**config.mk**
```make
export PLATFORM = sky130hd
export DESIGN_NAME = envelope_sequencer
export DESIGN_NICKNAME = d
export VERILOG_FILES = /design/src/rtl/envelope_sequencer.sv
export SDC_FILE = /design/constraint.sdc
export NUM_CORES = 1
export LEC_CHECK = 0
export ABC_AREA = 1
export ABC_CLOCK_PERIOD_IN_PS = 4900
export CAP_MARGIN = 25
export CORE_MARGIN = 5
export CORE_UTILIZATION = 55
export DETAILED_ROUTE_END_ITERATION = 16
export PLACE_DENSITY_LB_ADDON = 0.08
export SKIP_LAST_GASP = 1
export SLEW_MARGIN = 20
export SYNTH_ARGS = -nofsm -noshare
export SYNTH_HDL_FRONTEND = slang
export SYNTH_SLANG_ARGS = --single-unit
```
**constraint.sdc**
```tcl
create_clock -name i_clk -period 4.9 [get_ports i_clk]
set_input_delay 0.98 -clock i_clk [delete_from_list [all_inputs] [get_ports i_clk]]
set_output_delay 0.98 -clock i_clk [all_outputs]
set_load 0.005 [all_outputs]
```
**src/rtl/envelope_sequencer.sv**
```systemverilog
// Multi-voice 4-bit envelope stepper sharing one synchronous instrument ROM port.
// Optional loop points / note-off release enabled by defining ENVELOPE_SEQUENCER_LOOP_EN.
module envelope_sequencer #(
   parameter logic [7:0] BASE_ADDRESS = 8'h00,
   parameter int         NUM_CHANNELS = 2
) (
   input  logic                      i_clk,
   input  logic                      i_rst,
   input  logic                      i_strobe,
   input  logic [NUM_CHANNELS-1:0]   i_load,
   input  logic [4*NUM_CHANNELS-1:0] i_instrument,
   input  logic [NUM_CHANNELS-1:0]   i_release,
   output logic                      o_busy,
   output logic                      o_valid,
   output logic [4*NUM_CHANNELS-1:0] o_amplitude,
   output logic [7:0]                o_rom_addr,
   input  logic [15:0]               i_rom_data
);

   localparam int            CW      = (NUM_CHANNELS > 1) ? $clog2(NUM_CHANNELS) : 1;
   localparam int            SLOTS   = 1 << CW;
   localparam logic [CW-1:0] LAST_CH = CW'(NUM_CHANNELS - 1);

   typedef enum logic [2:0] {
      IDLE,
      LEN_ADDR,
      LEN_READ,
      LOOP_ADDR,
      LOOP_READ,
      ENV_ADDR,
      ENV_READ,
      DONE
   } state_t;

   state_t          state;
   logic [CW-1:0]   ch;
   logic [CW-1:0]   ch_next;
   logic [SLOTS-1:0] load_q;
   logic [3:0]      inst_r [SLOTS];
   logic [3:0]      len_r  [SLOTS];
   logic [3:0]      idx_r  [SLOTS];
`ifdef ENVELOPE_SEQUENCER_LOOP_EN
   logic [3:0]      loop_r [SLOTS];
   logic [SLOTS-1:0] released_r;
`else
   logic            unused_release;
   assign unused_release = ^i_release;
`endif

   logic [3:0] cur_inst;
   logic [3:0] cur_len;
   logic [3:0] cur_idx;
   logic [3:0] next_idx;

   assign cur_inst = inst_r[ch];
   assign cur_len  = len_r[ch];
   assign cur_idx  = idx_r[ch];
   assign ch_next  = ch + 1'b1;

   function automatic logic [3:0] nib(input logic [15:0] w, input logic [1:0] k);
      return w[{k, 2'b00} +: 4];
   endfunction

   // Step advance: walk to the last step, then jump to the loop point unless released.
   always_comb begin
      next_idx = cur_idx;
      if (cur_idx < cur_len) begin
         next_idx = cur_idx + 4'd1;
      end
`ifdef ENVELOPE_SEQUENCER_LOOP_EN
      else if (loop_r[ch] != 4'hF && loop_r[ch] <= cur_len && !released_r[ch]) begin
         next_idx = loop_r[ch];
      end
`endif
   end

   always_comb begin
      o_rom_addr = 8'h00;
      case (state)
         LEN_ADDR:  o_rom_addr = BASE_ADDRESS + {6'b0, cur_inst[3:2]};
         LOOP_ADDR: o_rom_addr = BASE_ADDRESS + 8'd4 + {6'b0, cur_inst[3:2]};
         ENV_ADDR:  o_rom_addr = BASE_ADDRESS + 8'd8 + {2'b00, cur_inst, 2'b00} + {6'b0, cur_idx[3:2]};
         default:   o_rom_addr = 8'h00;
      endcase
   end

   // Note-on/off are applied to the channel registers at strobe time so the
   // pass itself only has to fetch table data for the current channel.
   always_ff @(posedge i_clk) begin
      if (i_rst) begin
         state       <= IDLE;
         ch          <= '0;
         load_q      <= '0;
         o_busy      <= 1'b0;
         o_valid     <= 1'b0;
         o_amplitude <= '0;
         for (int c = 0; c < SLOTS; c++) begin
            inst_r[c] <= '0;
            len_r[c]  <= '0;
            idx_r[c]  <= '0;
`ifdef ENVELOPE_SEQUENCER_LOOP_EN
            loop_r[c] <= '0;
`endif
         end
`ifdef ENVELOPE_SEQUENCER_LOOP_EN
         released_r <= '0;
`endif
      end else begin
         case (state)
            IDLE: begin
               if (i_strobe) begin
                  o_busy <= 1'b1;
                  load_q <= SLOTS'(i_load);
                  ch     <= '0;
                  for (int c = 0; c < NUM_CHANNELS; c++) begin
                     if (i_load[c]) begin
                        inst_r[c] <= i_instrument[4*c +: 4];
                        idx_r[c]  <= 4'd0;
`ifdef ENVELOPE_SEQUENCER_LOOP_EN
                        released_r[c] <= 1'b0;
                     end else if (i_release[c]) begin
                        released_r[c] <= 1'b1;
`endif
                     end
                  end
                  state <= i_load[0] ? LEN_ADDR : ENV_ADDR;
               end
            end
            LEN_ADDR: state <= LEN_READ;
            LEN_READ: begin
               len_r[ch] <= nib(i_rom_data, cur_inst[1:0]);
`ifdef ENVELOPE_SEQUENCER_LOOP_EN
               state <= LOOP_ADDR;
`else
               state <= ENV_ADDR;
`endif
            end
`ifdef ENVELOPE_SEQUENCER_LOOP_EN
            LOOP_ADDR: state <= LOOP_READ;
            LOOP_READ: begin
               loop_r[ch] <= nib(i_rom_data, cur_inst[1:0]);
               state      <= ENV_ADDR;
            end
`endif
            ENV_ADDR: state <= ENV_READ;
            ENV_READ: begin
               o_amplitude[{ch, 2'b00} +: 4] <= nib(i_rom_data, cur_idx[1:0]);
               idx_r[ch] <= next_idx;
               if (ch == LAST_CH) begin
                  o_valid <= 1'b1;
                  state   <= DONE;
               end else begin
                  ch    <= ch_next;
                  state <= load_q[ch_next] ? LEN_ADDR : ENV_ADDR;
               end
            end
            DONE: begin
               o_valid <= 1'b0;
               o_busy  <= 1'b0;
               state   <= IDLE;
            end
            default: state <= IDLE;
         endcase
      end
   end

endmodule
```
Yosys cells after proc, flatten, opt, wreduce, memory -nomap -nowiden
Memory sizes are Yosys's and may differ from the RTL's. A register that Yosys moved wholly into a read port is not among the register bits.
Index checks and enable logic that the tools add are counted.
- bits in registers: 16
- bits of input ports: 31
- output and inout bits: 18
- memories kept: 3
- bits in writable memories: 24
- word-level logic and storage cells: 94
- memories (memory ; depth ; bits a word ; rd ports ; clocked after Yosys merged registers in ; write ports ; RTL line ; text):
    idx_r ; 2 ; 4 ; 1 ; 1 ; 2 ; 41 ; logic [3:0] idx_r [SLOTS];
    inst_r ; 2 ; 4 ; 1 ; 1 ; 2 ; 39 ; logic [3:0] inst_r [SLOTS];
    len_r ; 2 ; 4 ; 1 ; 1 ; 2 ; 40 ; logic [3:0] len_r [SLOTS];
- $lt $le $gt $ge: 2
- reduce and logical (&&, ||, !) cells: 10
- add/subtract/negate cells: 6
- muxes and demuxes: 51
- bitwise logic cells: 4
- shift operators: 4
- equality and inequality tests: 8
- operator list (operator ; count):
    two-way mux 1 bit ; 34
    variable part select 16 x 5 -> 4 bit ; 2
    two-way mux 4 bit ; 7
    one-hot mux 8 bit (3 select lines) ; 1
    one-hot mux 3 bit (5 select lines) ; 1
    two-way mux 3 bit ; 4
    == test 3 bit, second input constant ; 3
    adder 7 x 2 -> 8 bit ; 1
    bitwise mux 8 bit ; 1
    AND reduction 2 bit ; 4
    OR reduction 4 bit ; 2
    variable shift 4 x 5 -> 8 bit, first input constant ; 1
    variable part select 4 x 5 -> 8 bit ; 1
    adder 4 x 6 -> 7 bit, first input constant ; 1
    == test 3 x 2 -> 1 bit, second input constant ; 2
    one-hot mux 1 bit (2 select lines) ; 3
    nonzero test 2 bit ; 3
    negator 3 -> 5 bit ; 1
    adder 3 x 2 -> 4 bit, first input constant ; 1
    adder 4 x 1 -> 4 bit, second input constant ; 1
    less-than comparator 4 bit ; 1
    != test 2 bit, second input constant ; 2
    bitwise OR 1 bit ; 4
    == test 3 x 1 -> 1 bit, second input constant ; 1
    other kinds (3) ; 3

Logic depth before layout (Yosys ltp)
- word-level depth: 7
- mapped depth: 12
- gate-level depth less buffers: 12

Worst setup path before layout
OpenSTA, ideal clock, no wires.
- path kind: register -> output
- start point: register (tool-made name)
- end point: output port o_rom_addr[4]
- data arrival time: 1.119 ns
- path slack: 2.801 ns
- cell stages (with the launch flop): 7
- buffers on the path: 0
- required time: 3.920 ns
- cell sequence: dfxtp_1 -> inv_2 -> nand2_1 -> nand2_4 -> ha_1 -> inv_1 -> nor2_1
- RTL lines (what ; RTL line ; text):
    end, declared ; 16 ; output logic [7:0] o_rom_addr,

==> impl_metrics.ini <==
[critical_path]
required_ns = 3.92
cp_num_buf_inv = 2
r2r-end = idx_r[0][1]$_SDFFCE_PN0P_
criticalPathCategory = reg -> out
r2r_slack_ns = 2.41
slowest_stage = dfxtp_1
cpLargestDelayFamily = buffers and inverters
cp_data_arrival_time_ns = 2.55
critPathLaunchType = register
cp_max_fo = 15
crit_chain = inv_2 > nand2_1 > nand2_4 > ha_1 > xnor2_1 > nor2_1 > clkdlybuf4s50_1
worstSetupEndpointType = primary output
r2r_cells = 9
max_stage_delay_ns = 0.76

[logic_synthesis]
synth_compound_area_share_pct = 11.81
ys_ff_latch = 40
synth.avg_cell_area_um2 = 7.845
synthSimpleGateAreaFrac_pct = 27.98
syn_nets = 329
synth_edf_count = 24
synth_top_family_by_area = simple AND/OR/NAND/NOR gates
yosysSeqAreaShare_pct = 45.29
synth_area_mm2 = 0.002298
synth_mux_area_share_pct = 1.306
synth.distinct_cells = 31
synth-xor-area-share_pct = 0.7621
synth_cells = 293
synthAdderAreaFrac_pct = 2.722
synthArstFlopShare_pct = 0
synth_warnings = 0
synthFlopType = edfxtp_1

[clocking]
clockBufferDepth = 2
clock_sinks = 40
htree_levels = 2
postCtsSetupBuffers = 0
cts_hold_buf = 0
cts_tree = yes
insertion_delay_ns = 0.29
cts_resized = 0
clk_pin_slew_ns = 0.08
cts_made_buffers = 5
root_buffer = clkbuf_8

[global_routing]
grt_max_degree = 16
grt-ovfl-total = 0
antenna_found_initial = 0
first_global_vias = 1945
grt_use_total_pct = 20.67
grt_first_pass_wirelength_um = 8694

[timing]
relSlewSlack_pct = 54.99
rsz0062_at_grt = no
skew_ns = 0.009333
final.setup.tns_ns = 0
setup_violations = 0
finalMaxSlewViolations = 0
worst_pin_slew_ns = 0.6742
fmax_mhz = 283.6
finalWorstSetupSlack_ns = 1.374
hold_viol_final = 0
finalCritPeriodShare_pct = 71.96
layout_min_cycle_time_ns = 3.526

[run_status]
status = finished clean

[finish]
register_area_mm2 = 0.001041
antennaDiodeCount = 0
multi_input_area_mm2 = 0.001028
final_common_cell = nand2_1
drive_gt1_share_pct = 9.412
layout_common_cells = nand2_1 (60), clkdlybuf4s50_1 (45), inv_1 (44)
fillCellCount = 326
fin_nets = 375
area_growth_pct = 24.77

[route]
wl_per_cell_um = 13.58
via_count = 2052
wl_um = 5298
drtAntennaViolNets = 0
drt_first_pass_iters = 5
drt-initial-drc-count = 164
drc = 0
vias_per_cell = 5.262

[die]
dieArea_mm2 = 0.005572
rows = 23
io_pins = 49
start_util_pct = 57.05
die_h_um = 74.65
core-area_mm2 = 0.004029
fp.dieW_um = 74.65

[place]
portBuffers = 45
pre_cts_ws_ns = 1.711
gp_congestion = 0.8035
hpwl_um = 4032

[hold_path]
min_path_type = reg -> reg
worstHoldPathCells = 2
hold_end = o_busy$_SDFFE_PP0P_
min_from = o_busy$_SDFFE_PP0P_

[power_and_ir_drop]
p_per_area_mw_per_mm2 = 285.1
vdd_drop_max_mv = 0.2228
p_leak_nw = 1.260

[flow_run]
max-cap-violations = 0
-- worst reg2reg max path, stage by stage (launching register included) --
cell and delay (ns):
dfxtp_1 0.76, nand2_2 0.09, o21ai_1 0.28, inv_2 0.08, ha_1 0.30, a21oi_1 0.42, nand2_2 0.15, nand2_1 0.10
nand2_1 0.07, nor2_1 0.10
-- synthesized netlist by cell type, drive strengths merged (2+ instances only) --
cell type | number | area share (%)
a21oi | 13 | 2.8
a2bb2oi | 3 | 1.1
buf | 4 | 1.8
clkbuf | 2 | 0.33
dfxtp | 16 | 14
edfxtp | 24 | 31
ha | 5 | 2.7
inv | 48 | 7.8
mux2i | 3 | 1.3
nand2 | 76 | 15
nand3 | 14 | 3.3
nand3b | 2 | 0.65
nand4 | 4 | 1.1
nor2 | 42 | 7.0
nor3 | 2 | 0.93
o211ai | 5 | 1.9
o21ai | 23 | 5.0
o21bai | 3 | 0.98
-- layout make-up --
class,instances,area share [%]
Clock buffer,6,3.272
Clock inverter,2,0.3927
Inverter,48,6.283
Multi-Input combinational cell,199,35.86
Sequential cell,40,36.30
Tap cell,50,2.182
Timing Repair Buffer,45,15.71
-- layer usage --
layer / vias to the layer above / track usage (%) / part of all wire [%]
li1: 1030 / - / -
met1: 944 / 26.60 / 44
met4: 0 / 8.696 / 2.1
met3: 12 / 4.539 / 5.8
met5: - / 0 / 0
met2: 66 / 33.76 / 48
-- power breakdown --
part	total, mW	internal [mW]	switching [mW]
registers	0.391	0.379	0.0124
clock network	0.247	0.131	0.117
logic	0.179	0.0721	0.107
total	0.817	0.581	0.236
-- per-stage QoR --
stage	hold WS, ns	std cells	util, %	power, mW	instance area, µm²
finish	0.4681	390	71.18	0.8175	2868
global route	0.4896	390	71.18	0.8591	2868
CTS	0.4698	390	71.18	0.8199	2868
detailed placement	0.4555	382	68.57	0.5750	2763
global placement	0.4504	382	68.57	0.5704	2763
floorplan	0.4396	293	-	0.5136	2298
-- logic make-up after synthesis --
kind of cell / Yosys count
simple gates: 141
xor+xnor: 2
buf+inv: 54
compound gates: 47
mux: 3
other cells: 1
flops: 40
fa+ha+maj: 5
-- registers in the layout, indices dropped and copies added, names as in the netlist, named ones only --
register	cells
state	3
o_busy	1
len_r	8
load_q	1
inst_r	8
o_amplitude	8
ch	1
o_valid	1
idx_r	8
-- how the worst max path moves through the flow --
stage,from,end,slack [ns],cells after the start
final,register,o_rom_addr[5],1.37,7
after floorplan,register,o_rom_addr[4],2.80,6
after global placement,register,o_rom_addr[5],1.75,7
after CTS,register,o_rom_addr[5],1.37,7
after detailed placement,register,o_rom_addr[5],1.71,7
after global routing,register,o_rom_addr[5],1.25,7
Power figures use the tool's default switching activity.
